`src/rtl/jtframe_mcu_mailbox.sv`:
```
// Two-way byte mailbox between a main CPU and an 8751-class MCU external-data bus.
// Define JTFRAME_MCU_MAILBOX_IRQ_EN to drive cpu_irqn from the MCU-to-main full flag.
module jtframe_mcu_mailbox #(
  parameter logic [7:0] XPAGE = 8'hFF,
  parameter int         DW    = 8
) (
  input  logic          clk,
  input  logic          rst_n,
  input  logic          cen,
  input  logic          cpu_addr,
  input  logic [DW-1:0] cpu_dout,
  input  logic          cpu_we,
  input  logic          cpu_rd,
  output logic [DW-1:0] cpu_din,
  output logic          cpu_irqn,
  input  logic [15:0]   x_addr,
  input  logic [DW-1:0] x_dout,
  input  logic          x_wr,
  output logic [DW-1:0] x_din,
  output logic          int0n
);

  logic [DW-1:0] m2s_data, s2m_data;
  logic          m2s_full, s2m_full, ovr, xwr_l;
  logic          page_hit, mcu_wr, mcu_wr_data, mcu_ack;
  logic          cpu_wr_data, cpu_rd_data, cpu_rd_stat;
  logic          m2s_full_nx, s2m_full_nx, ovr_nx;
  logic          unused;

  assign unused = &{1'b0, x_addr[7:2]};

  assign page_hit    = x_addr[15:8] == XPAGE;
  // One commit per x_wr pulse: rising edge as seen through cen sampling
  assign mcu_wr      = page_hit & cen & x_wr & ~xwr_l;
  assign mcu_wr_data = mcu_wr & (x_addr[1:0] == 2'd0);
  assign mcu_ack     = mcu_wr & (x_addr[1:0] == 2'd1);

  assign cpu_wr_data = cpu_we & ~cpu_addr;
  assign cpu_rd_data = cpu_rd & ~cpu_addr;
  assign cpu_rd_stat = cpu_rd & cpu_addr;

  // Setting a flag always takes priority over clearing it on the same edge
  assign m2s_full_nx = cpu_wr_data | (m2s_full & ~mcu_ack);
  assign s2m_full_nx = mcu_wr_data | (s2m_full & ~cpu_rd_data);
  assign ovr_nx      = (cpu_wr_data & m2s_full) | (mcu_wr_data & s2m_full)
                     | (ovr & ~cpu_rd_stat);

  always_ff @(posedge clk or negedge rst_n) begin
    if (!rst_n) begin
      m2s_data <= '0;
      s2m_data <= '0;
      m2s_full <= 1'b0;
      s2m_full <= 1'b0;
      ovr      <= 1'b0;
      xwr_l    <= 1'b1;
      int0n    <= 1'b1;
    end else begin
      if (cen) xwr_l <= x_wr;
      if (cpu_wr_data) m2s_data <= cpu_dout;
      if (mcu_wr_data) s2m_data <= x_dout;
      m2s_full <= m2s_full_nx;
      s2m_full <= s2m_full_nx;
      ovr      <= ovr_nx;
      int0n    <= ~m2s_full_nx;
    end
  end

`ifdef JTFRAME_MCU_MAILBOX_IRQ_EN
  always_ff @(posedge clk or negedge rst_n) begin
    if (!rst_n) cpu_irqn <= 1'b1;
    else        cpu_irqn <= ~s2m_full_nx;
  end
`else
  assign cpu_irqn = 1'b1;
`endif

  always_comb begin
    cpu_din = s2m_data;
    if (cpu_addr) cpu_din = {{(DW-3){1'b0}}, ovr, s2m_full, m2s_full};
  end

  always_comb begin
    x_din = {DW{1'b1}};
    if (page_hit) begin
      case (x_addr[1:0])
        2'd0:    x_din = m2s_data;
        2'd1:    x_din = {{(DW-2){1'b0}}, s2m_full, m2s_full};
        default: x_din = {DW{1'b1}};
      endcase
    end
  end

endmodule

```
`config.mk`:
```
export PLATFORM = sky130hd
export DESIGN_NAME = jtframe_mcu_mailbox
export DESIGN_NICKNAME = d
export VERILOG_FILES = /design/src/rtl/jtframe_mcu_mailbox.sv
export SDC_FILE = /design/constraint.sdc
export NUM_CORES = 1
export LEC_CHECK = 0
export ABC_AREA = 1
export ABC_CLOCK_PERIOD_IN_PS = 3700
export CORE_ASPECT_RATIO = 2
export CORE_UTILIZATION = 42
export DETAILED_ROUTE_END_ITERATION = 10
export PLACE_DENSITY = 0.84
export SYNTH_ARGS = -nofsm -noshare
export SYNTH_HDL_FRONTEND = slang
export SYNTH_SLANG_ARGS = --single-unit
```
`constraint.sdc`:
```
create_clock -name clk -period 3.7 [get_ports clk]
set_clock_uncertainty 0.1 [all_clocks]
set_input_delay 1.11 -clock clk [delete_from_list [all_inputs] [get_ports clk]]
set_output_delay 1.11 -clock clk [all_outputs]
set_load 0.005 [all_outputs]
```
==> metrics.cfg, run 1 <==
[outcome]
status=finished clean

[layout]
nets=244
area_delta_synth_final_pct=61.3
fin_cells=231
multi_input_area_um2=495
design_area_um2=1760
regArea_um2=528
drive_above_1_share_pct=16.2
antenna_cells=0
fill_cells=188
mostFrequentLayoutCell=nand2_1
final_cell_mix=nand2_1 (64), clkdlybuf4s50_1 (34), dfrtp_1 (19), inv_1 (13), buf_4 (11)

[worst_setup_path]
path_cells=clkdlybuf4s50_1, nand2_2, nor2_4, nand2_4, nor2_4, buf_4, nand2_1, dlygate4sd2_1
critPathSlowestCell=clkdlybuf4s50_1
timing.rr.start=xwr_l
crit_path_start_kind=input pin
r2r_slack_ns=2.51
required_ns=2.49
critPathMaxFanout=4
critical_path.most_common_cell=nor2_4
rr_endpoint=s2m_data[3]
worstSetupEndpointType=output port
reg2regPathDepth=5
cpPeakStageDelay_ns=0.47
worstSetupPathType=in2out
arrival_ns=2.44

[timing]
hold_viol_final=0
worstMarginPinSlew_ns=0.900
tns_ns=0
setup_viol=0
finalCritPeriodShare_pct=98.8
timing.fmax_mhz=274
slew_headroom_pct=39.8
fin_crit_ns=3.65
hold_slack_ns=0.386
maxSlewViolCount=0

[routing]
first_iter_violations=37
viasPerCell=4.95
routed_wirelength_um=2870
drc=0
ant_nets=0
dr.pass1.iters=4
route.vias.total=1143
wl_per_cell_um=12.4

[synthesis]
synthesis.nets=181
synth_seq_cells=21
ys_seq_area_share_pct=48.5
yosysTopAreaCellShare_pct=43.6
yosys.area.top_type=dfrtp_1
synth-async-reset-ratio_pct=100
synth_edf_count=0
avgSynthCellArea_um2=7.67
yosysWarnings=0
yosysUniqueCellTypes=20
ys.flop_type=dfrtp_1
syn_area_um2=1090
syn-instance-count=142
synth_area_leaders=dfrtp_1 (44%), nand2_1 (23%), nor2_4 (5.2%)

[die]
die_w_um=38.0
design.portCount=57
rows=25
start_util_pct=45.2
die_height_um=74.0
coreArea_um2=2410
die_area_um2=2820

[power_and_ir_drop]
swShare_pct=23.9
power_leakage_nw=0.895
combPwrFrac_pct=18.0
p_total_mw=0.484
intPower_mw=0.369
p_clk_share_pct=29.8
ir_drop_mv=0.173
seqPwrFrac_pct=52.2
switchingPower_mw=0.116
cellPowerDensity_nw_per_um2=276

[global_route]
grt_pass1_wl_um=4630
grt_max_degree=22
grt_use_total_pct=22.2
grt_overflow=0
grt_pass1_vias=1213
antenna_found_initial=0

[hold_path]
holdPathStages=2
hold-path-endpoint=s2m_data[0]
hp-class=reg2reg
min_from=s2m_data[0]

[placement]
dp.cells=222
dp_hpwl_um=2210
io_buffers=49
placed_area_um2=1640
place_congestion=0.753

[clocking]
htreeDepth=1
tritoncts=built
clk_latency_ns=0.25
path_clk_slew_ns=0.07
cts.path.max_buffers=2
cts.sinks=21
clockRootBuffer=clkbuf_8
numCtsBuffers=3
hold_buffers=0

[job]
drv_cap=0

[Yosys cell counts (all sizes together), types with 2 or more instances]
cell type and n:
inv 16, dfstp 2, nand4 2, o22ai 2
o21ai 6, buf 3, nand3 8, nand2 69
dfrtp 19, nor2 12
[state kept, by name (all words and copies together), names as in the netlist]
signal    count
int0n         1
xwr_l         1
s2m_data      8
m2s_data      8
s2m_full      1
m2s_full      1
ovr           1
[metal layers]
metal	wire length, um	vias to the layer above	global-route usage [%]
met5	0	-	0
met4	42	0	7.94
met3	133	4	2.99
met2	1670	48	43.5
met1	1030	537	21.9
li1	-	554	-
[per-stage QoR]
step	utilization, %	setup slack (ns)
after detailed placement	68.1	-0.110
after CTS	70.6	0.00491
after global routing	73.0	-0.00846
final	73.0	0.0460
after global placement	68.1	-0.0921
after floorplan	-	0.809
[cells by family (layout without fill, tap and decap cells)]
| family | after synthesis | count (layout) | share of synthesized area (%) |
|---|---|---|---|
| and+or+nand+nor | 91 | 91 | 38.2 |
| AOI/OAI and AO/OA | 10 | 10 | 5.05 |
| buffers and inverters | 19 | 81 | 7.92 |
| DFF | 21 | 21 | 48.5 |
| other | 1 | 1 | 0.344 |
[how the worst max path moves through the flow]
| stage | start | cells past startpoint | end |
|---|---|---|---|
| after detailed placement | x_addr[8] | 7 | x_din[7] |
| after global placement | x_addr[9] | 7 | x_din[7] |
| after CTS | x_addr[10] | 7 | x_din[2] |
| after global routing | x_addr[9] | 8 | x_din[4] |
| final | x_addr[9] | 8 | x_din[4] |
| after floorplan | x_addr[9] | 5 | x_din[2] |
[layout make-up]
class | count | share of cell area [%]
repair buffers | 61 | 33.9
flip-flops and latches | 21 | 30.0
multi-input cells | 102 | 28.2
clock buffers | 4 | 2.56
well taps | 27 | 1.92
inverters | 16 | 3.42
[power by group through the flow]
| stage | Clock (mW) | Combinational (mW) | Sequential, mW |
|---|---|---|---|
| after floorplan | 0 | 0.0343 | 0.254 |
| final | 0.144 | 0.0872 | 0.253 |
| after global placement | 0 | 0.0827 | 0.256 |
| after detailed placement | 0 | 0.0857 | 0.257 |
| after global routing | 0.154 | 0.0962 | 0.254 |
| after CTS | 0.146 | 0.0865 | 0.253 |
[worst max-delay path, delay by kind of cell]
family	cells	cell delay [ns]
buffers and inverters	3	0.85
AND/OR/NAND/NOR	5	0.49
[what timing repair did]
item,in CTS,in global routing
buffers inserted,2,3
pin swaps,2,4
gates resized for setup,10,12
setup endpoints to repair,8,8
No activity file was read; power rests on OpenSTA's default activity.
==> inputs of run 2 (changes only) <==
Settings changed: GPL_ROUTABILITY_DRIVEN from default to 0.
==> results of run 2 <==
No change in the layout: final DEF, timing and power equal those of run 1.
==> inputs of run 3 (changes only) <==
Settings changed: GPL_ROUTABILITY_DRIVEN 0 to default.
==> results of run 3 <==
No change in the layout: final DEF, timing and power equal those of run 1.
